$ cat config.mk
export PLATFORM = sky130hd
export DESIGN_NAME = scr1_sub_trace_buf
export DESIGN_NICKNAME = d
export VERILOG_FILES = /design/src/rtl/scr1_sub_trace_buf.sv
export SDC_FILE = /design/constraint.sdc
export NUM_CORES = 1
export LEC_CHECK = 0
export BUFFER_PORTS_ARGS = -buffer_cell sky130_fd_sc_hd__buf_2
export CORE_ASPECT_RATIO = 1.75
export CORE_MARGIN = 5
export CORE_UTILIZATION = 45
export CTS_BUF_LIST = sky130_fd_sc_hd__clkbuf_8
export DETAILED_ROUTE_END_ITERATION = 16
export HOLD_SLACK_MARGIN = 0.08
export PLACE_DENSITY = 0.68
export SKIP_LAST_GASP = 1
export SLEW_MARGIN = 20
export SYNTH_ARGS = -nofsm -noshare
export SYNTH_HDL_FRONTEND = slang
export SYNTH_SLANG_ARGS = --single-unit
$ cat constraint.sdc
create_clock -name clk -period 20.1 [get_ports clk]
set_input_delay 3.015 -clock clk [delete_from_list [all_inputs] [get_ports clk]]
set_output_delay 3.015 -clock clk [all_outputs]
set_load 0.005 [all_outputs]
$ cat src/rtl/scr1_sub_trace_buf.sv
// scr1_sub_trace_buf
// Snoops the IFU->IDU instruction handshake. Each accepted SUB
// (R-type, funct3=000, funct7=0100000) captures a snapshot of
// {pc, mstatus, mtvec, mcycle} into a DEPTH-entry FIFO. A valid/ready
// port streams each snapshot out as five 32-bit words.
//
// Ports
//   clk, rst_n          core clock, asynchronous active-low reset
//   instr_vld/instr_rdy IFU->IDU handshake being observed
//   instr, pc           instruction word and its pc
//   csr_mstatus/mtvec   CSR values sampled on capture
//   csr_mcycle          64-bit cycle counter sampled on capture
//   rd_vld/rd_rdy       readout handshake
//   rd_data             current word: 0=pc 1=mstatus 2=mtvec 3=mcycle lo 4=mcycle hi
//   rd_idx, rd_last     word index within record, high on word 4
//   rec_cnt             records currently stored
//   drop_cnt            records lost to a full buffer, saturating at 8'hFF
module scr1_sub_trace_buf #(
   parameter int DEPTH = 4
) (
   input  logic                     clk,
   input  logic                     rst_n,
   input  logic                     instr_vld,
   input  logic                     instr_rdy,
   input  logic [31:0]              instr,
   input  logic [31:0]              pc,
   input  logic [31:0]              csr_mstatus,
   input  logic [31:0]              csr_mtvec,
   input  logic [63:0]              csr_mcycle,
   output logic                     rd_vld,
   input  logic                     rd_rdy,
   output logic [31:0]              rd_data,
   output logic [2:0]               rd_idx,
   output logic                     rd_last,
   output logic [$clog2(DEPTH):0]   rec_cnt,
   output logic [7:0]               drop_cnt
);

   localparam int                 AW      = $clog2(DEPTH);
   localparam int                 PTR_W   = AW + 1;
   localparam logic [PTR_W-1:0]   DEPTH_P = PTR_W'(DEPTH);
   localparam logic [2:0]         LAST_W  = 3'd4;

   typedef enum logic {ST_IDLE, ST_SEND} state_e;

   state_e             state_q, state_d;
   logic [PTR_W-1:0]   head_q, head_d;
   logic [PTR_W-1:0]   tail_q, tail_d;
   logic [2:0]         idx_q, idx_d;
   logic [7:0]         drop_q, drop_d;

   // Word 0 of a record sits in element [0].
   logic [4:0][31:0]   rec_mem_q [DEPTH];

   logic               match;
   logic               pop;
   logic               push;
   logic               full;
   logic [PTR_W-1:0]   cnt_q;
   logic [PTR_W-1:0]   cnt_d;

   // Instruction fields that play no part in the SUB decode.
   logic               unused_instr;
   assign unused_instr = ^{instr[24:15], instr[11:7]};

   // NOTE: every signal assigned in always_comb gets a default first, so no latch is inferred.
   always_comb begin
      match   = instr_vld & instr_rdy
              & (instr[6:0]   == 7'b0110011)
              & (instr[14:12] == 3'b000)
              & (instr[31:25] == 7'b0100000);

      cnt_q   = tail_q - head_q;
      full    = (cnt_q == DEPTH_P);
      rd_vld  = (state_q == ST_SEND);
      pop     = rd_vld & rd_rdy & (idx_q == LAST_W);
      // A pop of word 4 frees the head slot on the same edge, so a full
      // buffer can still accept the incoming record.
      push    = match & (~full | pop);

      head_d  = head_q;
      tail_d  = tail_q;
      idx_d   = idx_q;
      drop_d  = drop_q;

      if (push) tail_d = tail_q + 1'b1;
      if (pop)  head_d = head_q + 1'b1;

      if (rd_vld & rd_rdy) idx_d = pop ? 3'd0 : idx_q + 3'd1;

      if (match & ~push & (drop_q != 8'hFF)) drop_d = drop_q + 8'd1;

      // Moving to SEND on the capture edge gives a one-cycle capture-to-word latency.
      cnt_d   = tail_d - head_d;
      state_d = (cnt_d != '0) ? ST_SEND : ST_IDLE;
   end

   always_ff @(posedge clk or negedge rst_n) begin
      if (!rst_n) begin
         state_q <= ST_IDLE;
         head_q  <= '0;
         tail_q  <= '0;
         idx_q   <= '0;
         drop_q  <= '0;
      end else begin
         state_q <= state_d;
         head_q  <= head_d;
         tail_q  <= tail_d;
         idx_q   <= idx_d;
         drop_q  <= drop_d;
      end
   end

   // NOTE: record storage is not reset; the pointers alone decide which entries are meaningful.
   always_ff @(posedge clk) begin
      if (push) begin
         rec_mem_q[tail_q[AW-1:0]] <= {csr_mcycle[63:32], csr_mcycle[31:0],
                                       csr_mtvec, csr_mstatus, pc};
      end
   end

   assign rd_data  = rd_vld ? rec_mem_q[head_q[AW-1:0]][idx_q] : 32'h0;
   assign rd_idx   = idx_q;
   assign rd_last  = rd_vld & (idx_q == LAST_W);
   assign rec_cnt  = cnt_q;
   assign drop_cnt = drop_q;

endmodule

**Word-level counts from Yosys, hierarchy flattened**

Memory sizes are Yosys's and may differ from the RTL's.
Cells that the tools add are included.

- Bits of input ports: 197
- Bits in latches: 0
- Memories kept: 1
- Register bits after elaboration: 18
- RAM bits: 640
- Output and inout port bits: 48
- Bits in read-only memories: 0
- Word-level logic and storage cells: 42

Memory list:

| memory | depth | width | rd ports | clocked after memory_dff | wr ports | RTL line | RTL |
|---|---|---|---|---|---|---|---|
| rec_mem_q | 4 | 160 | 1 | 0 | 1 | 53 | `logic [4:0][31:0] rec_mem_q [DEPTH];` |

- Multiply operators: 0
- Add/sub/neg operators: 6
- Divide/modulo/power cells: 0
- Magnitude comparators: 1
- Reduce and logical (&&, ||, !) cells: 2
- Shifts and indexed selects: 0
- Equal/unequal tests: 5
- Multiplexer cells: 9
- Bitwise operators: 13

Operator list:

| operator | count |
|---|---|
| binary-select mux 32 bit (select 3 bit) | 1 |
| 2-to-1 mux 32 bit | 2 |
| == test 7 x 6 -> 1 bit, second input constant | 2 |
| AND 1 bit | 10 |
| adder 3 x 1 -> 3 bit, second input constant | 3 |
| 2-to-1 mux 3 bit | 3 |
| adder 8 x 1 -> 8 bit, second input constant | 1 |
| inequality test 8 bit, second input constant | 1 |
| == test 3 bit, second input constant | 2 |
| subtractor 3 bit | 2 |
| less-than comparator 3 x 4 -> 1 bit, second input constant | 1 |
| zero test 3 bit | 1 |
| 2-to-1 mux 1 bit | 3 |
| nonzero test 3 bit | 1 |
| inverter 1 bit | 2 |
| OR 1 bit | 1 |

**Depth between registers and ports, before layout**

Gate-level depths: netlist of the first run.

- Depth after elaboration: 9
- Mapped depth: 14
- Depth with buffers taken out: 12

**Worst setup path before layout of the first run**

Ideal clock, no wire load.

- Path type: input-to-reg
- Start point: in instr[13]
- End point: mem rec_mem_q[3][0] (netlist bit), enable pin
- Required time: 19.415 ns
- Stages on the path: 3
- Buffers on the path: 0
- Library setup time: 0.685 ns
- Arrival time: 10.202 ns
- Setup slack: 9.213 ns
- Path through: nor4b_1 -> nand4_1 -> nor2_1

- Longest elaborated chain between the ends: 6

RTL lines:

| item | RTL line | RTL |
|---|---|---|
| start, declared | 25 | `input logic [31:0] instr,` |
| zero test 3 bit | 70 | `& (instr[14:12] == 3'b000)` |
| AND 1 bit | 70 |  |
| AND 1 bit | 71 | `& (instr[31:25] == 7'b0100000);` |
| AND 1 bit | 79 | `push = match & (~full \| pop);` |
| 2-to-1 mux 1 bit | 116 | `if (push) begin` |
| 2-to-1 mux 1 bit (implied by the code) | 117 | `rec_mem_q[tail_q[AW-1:0]] <= {csr_mcycle[63:32], csr_mcycle[31:0],` |
| end, declared | 53 |  |

No other way between the ends.

**Worst setup path in the final report of the first run**

- Start point: reg head_q[1]
- End point: out rd_data[28]

- Longest elaborated chain between the ends: 4

RTL lines:

| item | RTL line | RTL |
|---|---|---|
| start, declared | 47 | `logic [PTR_W-1:0] head_q, head_d;` |
| start signal, assigned | 101 | `head_q <= '0;` |
| start signal, assigned | 107 | `head_q <= head_d;` |
| memory (4 x 160 bit) | - |  |
| binary-select mux 32 bit (select 3 bit) | 122 | `assign rd_data = rd_vld ? rec_mem_q[head_q[AW-1:0]][idx_q] : 32'h0;` |
| 2-to-1 mux 32 bit (implied by the code) | 122 |  |
| 2-to-1 mux 32 bit | 122 |  |
| end, declared | 32 | `output logic [31:0] rd_data,` |

No other way between the ends. The select of a mux whose other input is x is not followed.

==> impl_metrics.env, run 1 <==
export IMPL_drcViolationCount=0
export IMPL_cts_sinks=658
export IMPL_setup_tns_ns=0
export IMPL_use_met3_pct=4.310
export IMPL_cts_buffers=93
export IMPL_crit_path_start_kind="flip-flop"
export IMPL_tightest_slew_ns=1.033
export IMPL_setup_worst_path_end="rd_data[28]"
export IMPL_fillCellCount=4706
export IMPL_rows=116
export IMPL_drt_total_wl_um=59530
export IMPL_multi_input_area_mm2=0.005684
export IMPL_status="complete, no violations"
export IMPL_fin_crit_sh_pct=37.70
export IMPL_setup_viol=0
export IMPL_vias=13260
export IMPL_crit_type="flip-flop to primary output"
export IMPL_port_buffers=229
export IMPL_reg2reg_to="rec_mem_q[1][96]"
export IMPL_crit_required_ns=17.09
export IMPL_ys_warn_count=0
export IMPL_synthCells=1335
export IMPL_synthTopCellsByArea="edfxtp_1, mux4_2, mux2i_1"
export IMPL_rsz0062_at_grt="no"
export IMPL_ys_seq_area_share_pct=76.56
export IMPL_hp_class="flip-flop to flip-flop"
export IMPL_cts_hold_fix_buffers=0
export IMPL_gp_congestion=0.7298
export IMPL_nets=1814
export IMPL_critPathLaunch="head_q[1]"
export IMPL_routedWlPerCell_um=24.23
export IMPL_cts_tree="done"
export IMPL_drive_above_1_share_pct=28.68
export IMPL_clk_latency_ns=0.68
export IMPL_area_growth_pct=14.89
export IMPL_initial_utilization_pct=45.16
export IMPL_drtIter0Drc=720
export IMPL_grt_busiest_layer="met2"
export IMPL_die_area_mm2=0.06216
export IMPL_boundaryPins=245
export IMPL_synth_distinct_cells=42
export IMPL_critPathCaptureType="primary output"
export IMPL_finalHoldViolations=0
export IMPL_ant_nets=0
export IMPL_clockRootBuffer="clkbuf_8"
export IMPL_fmax_mhz=132.0
export IMPL_die_y_um=326.1
export IMPL_synth_fp_nets=1544
export IMPL_max_cap_viol_count=0
export IMPL_cp_max_fo=137
export IMPL_coreArea_mm2=0.05689
export IMPL_r2r_start="head_q[1]"
export IMPL_firstDrtPassIters=5
export IMPL_slew_viol_final=0
export IMPL_use_met2_pct=33.65
export IMPL_synth_top_cell_by_area="edfxtp_1"
export IMPL_grt_pass1_wl_um=87510
export IMPL_synth_top_area_share_pct=74.80
export IMPL_peakVddDrop_mv=0.08274
export IMPL_finClkSkew_ns=0.02091
export IMPL_layout_commonest_cell="edfxtp_1"
export IMPL_clockBufferDepth=3
export IMPL_final_cell_mix="edfxtp_1, buf_2, nand2_1, mux2i_1, clkbuf_8"
export IMPL_reg2reg_depth=9
export IMPL_cts_resized=0
export IMPL_cts_setup_buffers=0
export IMPL_netlist_area_mm2=0.02569
export IMPL_synth_avg_cell_area_um2=19.25
export IMPL_finalPower_mw=3.553
export IMPL_final_seq_area_mm2=0.01968
export IMPL_r2r_slack_ns=13.20
export IMPL_chipWidth_um=190.6
export IMPL_grt_max_degree=161
export IMPL_fin_crit_ns=7.578
export IMPL_antenna_found_initial=23
export IMPL_use_met1_pct=21.51
export IMPL_p_leak_nw=10.10
export IMPL_htreeDepth=3
export IMPL_grt_overflow_total=0
export IMPL_viasPerCell=5.395
export IMPL_relSlewSlack_pct=30.43
export IMPL_grtUsageTotal_pct=19.11
export IMPL_clk_pin_slew_ns=0.05
export IMPL_worstPathArrival_ns=4.56
export IMPL_ys_ff_latch=658
export IMPL_power_density_mw_per_mm2=120.4
export IMPL_hpwlAfterDp_um=34530
export IMPL_grt_pass1_vias=14240
registers in the layout, summed over array words and instances (netlist names):
| signal | flops |
|---|---|
| rd_vld | 1 |
| rd_idx | 3 |
| rec_mem_q | 640 |
| head_q | 3 |
| drop_cnt | 8 |
| tail_q | 3 |
how the worst min path moves through the flow:
stage / from / end / cells past startpoint
finish: tail_q[2] / tail_q[2] / 1
global route: drop_cnt[7] / drop_cnt[7] / 1
CTS: tail_q[2] / tail_q[2] / 1
detailed placement: drop_cnt[7] / drop_cnt[7] / 1
global placement: tail_q[2] / tail_q[2] / 1
floorplan: tail_q[2] / tail_q[2] / 1
where the power goes:
| part | internal, mW | switching, mW | leakage [nW] |
|---|---|---|---|
| clock network | 0.525 | 0.481 | 1.02 |
| logic | 0.413 | 0.592 | 3.10 |
| registers | 1.51 | 0.0321 | 5.98 |
| total | 2.45 | 1.10 | 10.1 |
routing by layer:
layer | wire, um | vias up | share of wire (%)
met1 | 21670 | 6802 | 36
met4 | 2663 | 14 | 4.5
met3 | 3313 | 120 | 5.6
li1 | - | 5910 | -
met2 | 31770 | 409 | 53
met5 | 109 | - | 0.18
metrics by stage:
stage               util [%]  setup WS (ns)  hold slack, ns  cells  cell area (um2)
global route           51.87          12.26          0.5256   2454            29510
floorplan                  -          9.213          0.4707   1335            25690
global placement       48.64          12.76          0.4930   2276            27670
detailed placement     48.64          12.69          0.4977   2276            27670
CTS                    51.78          12.27          0.5065   2443            29460
finish                 51.88          12.52          0.5078   2457            29520
final cells by class:
class,instances,share of cell area (%)
Clock inverter,70,1.530
Tap cell,767,3.251
Sequential cell,658,66.66
Clock buffer,97,4.523
Inverter,8,0.1017
Timing Repair Buffer,250,4.569
Multi-Input combinational cell,594,19.26
Antenna cell,13,0.1102
Yosys cell counts:
| library cell | n |
|---|---|
| or3_1 | 1 |
| and4b_1 | 1 |
| xor2_1 | 2 |
| and3_1 | 3 |
| nor2_1 | 6 |
| mux4_2 | 96 |
| buf_1 | 7 |
| clkinv_1 | 1 |
| nor3b_1 | 1 |
| o21a_1 | 32 |
| xnor3_1 | 2 |
| nand2_1 | 136 |
| edfxtp_1 | 640 |
| nand4_1 | 4 |
| nor2b_1 | 4 |
| buf_6 | 1 |
| nor4b_1 | 1 |
| buf_2 | 31 |
| nand2b_1 | 2 |
| xnor2_1 | 9 |
| a21oi_1 | 33 |
| mux2i_1 | 128 |
| a22o_1 | 1 |
| nand4_4 | 1 |
| ha_1 | 11 |
| dfrtp_1 | 18 |
| fa_1 | 1 |
| nand4bb_1 | 1 |
| o21ai_0 | 34 |
| clkbuf_1 | 34 |
| a22oi_1 | 64 |
| nand4_2 | 1 |
| nand3_1 | 4 |
| inv_1 | 7 |
| nor3_1 | 1 |
| and2_1 | 4 |
| nand4b_1 | 1 |
| or2_2 | 1 |
| mux2_2 | 5 |
| xor3_2 | 1 |
| buf_4 | 2 |
| nor4_1 | 2 |
cell families after synthesis:
group | count (synthesis) | share of synthesized area, %
AO/OA/AOI/OAI | 164 | 4.144
XOR/XNOR | 14 | 0.6477
adder cells (fa/ha/maj) | 12 | 0.6136
buffers and inverters | 83 | 1.422
flip-flops | 658 | 76.56
multiplexers | 229 | 13.62
AND/OR/NAND/NOR | 175 | 2.995
worst max-delay path, stage by stage, from the launching register on:
cell and delay (ns):
dfrtp_4 0.91, buf_4 0.77, buf_12 0.63, mux4_2 0.36, nand2_1 0.06, a21oi_1 0.46, o21a_1 0.22, buf_2 0.11
No activity file was read; power rests on OpenSTA's default activity.
==> run 2: changes to the inputs <==
==> constraint.sdc (replaced) <==
create_clock -name clk -period 7.7 [get_ports clk]
set_input_delay 1.155 -clock clk [delete_from_list [all_inputs] [get_ports clk]]
set_output_delay 1.155 -clock clk [all_outputs]
set_load 0.005 [all_outputs]
==> run 2 against run 1 <==
Setup slack lost 9.8 ns; sequential share of layout area about the same; critical endpoint is now rd_data[18]; routed wire length fell by 0.55%; critical path depth unchanged; total power rose to 2.6 times the previous value; combinational power rose to 2.6 times the previous value; die area stayed put; largest cell class unchanged; first-iteration DRC count down 6.8%; clock-buffer cell count is 2 lower; hold slack got worse by 0.089 ns; flip-flop and latch count did not move; clock power grew to 2.5 times the previous value.
==> impl_metrics.env, run 2 (synthesis results as in run 1) <==
export IMPL_viasPerCell=5.341
export IMPL_layout_commonest_cell="edfxtp_1"
export IMPL_use_met2_pct=34.21
export IMPL_final_cells=2461
export IMPL_drcViolationCount=0
export IMPL_relSlewSlack_pct=29.45
export IMPL_grt_max_degree=105
export IMPL_cts_resized=0
export IMPL_coreArea_mm2=0.05689
export IMPL_critPathCaptureType="primary output"
export IMPL_use_met3_pct=4.942
export IMPL_drtIter0Drc=671
export IMPL_crit_path_start_kind="flip-flop"
export IMPL_worst_slack_ns=2.739
export IMPL_p_leak_nw=10.08
export IMPL_cts_hold_fix_buffers=0
export IMPL_ant_nets=0
export IMPL_finalHoldViolations=0
export IMPL_use_met1_pct=21.66
export IMPL_tightest_slew_ns=1.058
export IMPL_fillCellCount=4729
export IMPL_reg2reg_depth=7
export IMPL_internal_power_mw=6.315
export IMPL_crit_required_ns=6.55
export IMPL_grt_pass1_vias=14240
export IMPL_fin_crit_sh_pct=64.43
export IMPL_die_area_mm2=0.06216
export IMPL_finalPower_mw=9.201
export IMPL_drive_above_1_share_pct=28.87
export IMPL_area_growth_pct=14.83
export IMPL_htreeDepth=3
export IMPL_rows=116
export IMPL_p_switching_mw=2.886
export IMPL_die_y_um=326.1
export IMPL_fin_crit_ns=4.961
export IMPL_pwr_share_seq_pct=43.9
export IMPL_p_comb_share_pct=28.3
export IMPL_place_ws_ns=3.219
export IMPL_routedWlPerCell_um=24.05
export IMPL_clk_latency_ns=0.68
export IMPL_crit_type="flip-flop to primary output"
export IMPL_power_density_mw_per_mm2=311.9
export IMPL_firstDrtPassIters=4
export IMPL_p_sw_share_pct=31.36
export IMPL_max_cap_viol_count=0
export IMPL_vias=13150
export IMPL_grtUsageTotal_pct=18.99
export IMPL_post_route_util_pct=51.85
export IMPL_drt_total_wl_um=59200
export IMPL_cts_tree="done"
export IMPL_hpwlAfterDp_um=35250
export IMPL_port_buffers=229
export IMPL_grt_overflow_total=0
export IMPL_finClkSkew_ns=0.02610
export IMPL_nets=1815
export IMPL_fin_area_mm2=0.02950
export IMPL_cp_max_fo=34
export IMPL_status="complete, no violations"
export IMPL_cts_sinks=658
export IMPL_cts_buffers=93
export IMPL_slew_viol_final=0
export IMPL_clockRootBuffer="clkbuf_8"
export IMPL_clk_pin_slew_ns=0.06
export IMPL_fin_hold_ws_ns=0.4189
export IMPL_boundaryPins=245
export IMPL_chipWidth_um=190.6
export IMPL_antenna_found_initial=22
export IMPL_peakVddDrop_mv=0.2409
export IMPL_hp_class="primary input to async pin"
export IMPL_worstPathArrival_ns=3.81
export IMPL_grt_pass1_wl_um=87090
export IMPL_setup_tns_ns=0
export IMPL_setup_viol=0
export IMPL_initial_utilization_pct=45.16
export IMPL_grt_busiest_layer="met2"
export IMPL_gp_congestion=0.7853
export IMPL_placed_area_mm2=0.02773
export IMPL_rsz0062_at_grt="no"
export IMPL_power_share_clock_pct=27.8
export IMPL_cts_setup_buffers=0
export IMPL_largest_reg_flops=640
export IMPL_final_cell_mix="edfxtp_1, buf_2, nand2_1, mux2i_1, mux4_2"
export IMPL_clockBufferDepth=3
export IMPL_fmax_mhz=201.6
export IMPL_dp_cells=2278
-- run 2: cell types whose count changed in the layout (fill, tap and decap cells not counted), moves of 2 or more --
| cell | delta |
|---|---|
| clkbuf_8 | -2 |
| inv_1 | -2 |
| clkinv_2 | +5 |
| clkinvlp_4 | +2 |
| buf_12 | +3 |
| bufinv_16 | -2 |
-- run 2: metal layers --
layer | up-vias | share of wire [%]
li1 | 5924 | -
met1 | 6719 | 37
met2 | 384 | 54
met3 | 108 | 6.5
met4 | 10 | 2.9
met5 | - | 0.11
-- run 2: layout make-up --
type / instances / area (um2) / area share [%]
multi-input combinational: 594 / 5685 / 19.27
timing repair buffer: 251 / 1374 / 4.657
clock inverter: 74 / 432.9 / 1.467
sequential: 658 / 19680 / 66.70
clock buffer: 95 / 1308 / 4.432
tap: 767 / 959.7 / 3.253
antenna: 14 / 35.03 / 0.1187
inverter: 8 / 30.03 / 0.1018
-- run 2: worst paths after layout --
path	start	to	slack, ns
max	head_q[0]	rd_data[18]	2.74
min	rst_n	rd_idx[0]	0.42
max reg2reg	head_q[0]	rec_mem_q[0][21]	3.38
min reg2reg	drop_cnt[4]	drop_cnt[4]	0.52
max in group asynchronous	rst_n	head_q[1]	6.94
min in group clk	drop_cnt[4]	drop_cnt[4]	0.52
-- run 2: power by group through the flow --
stage | Sequential, mW | Combinational (mW) | Clock (mW)
2_1_floorplan | 4.03 | 1.71 | 0
3_3_place_gp | 4.12 | 2.65 | 0
3_5_place_dp | 4.12 | 2.67 | 0
4_1_cts | 4.04 | 2.68 | 2.65
5_1_grt | 4.05 | 2.81 | 2.81
6_report | 4.04 | 2.60 | 2.56
-- run 2: critical path, stage by stage, from the launching register on --
cell	delay [ns]
dfrtp_4	0.92
nor2b_4	0.81
buf_4	0.37
a22oi_1	0.13
nand2_1	0.14
o21ai_0	0.28
o21a_1	0.32
buf_2	0.13
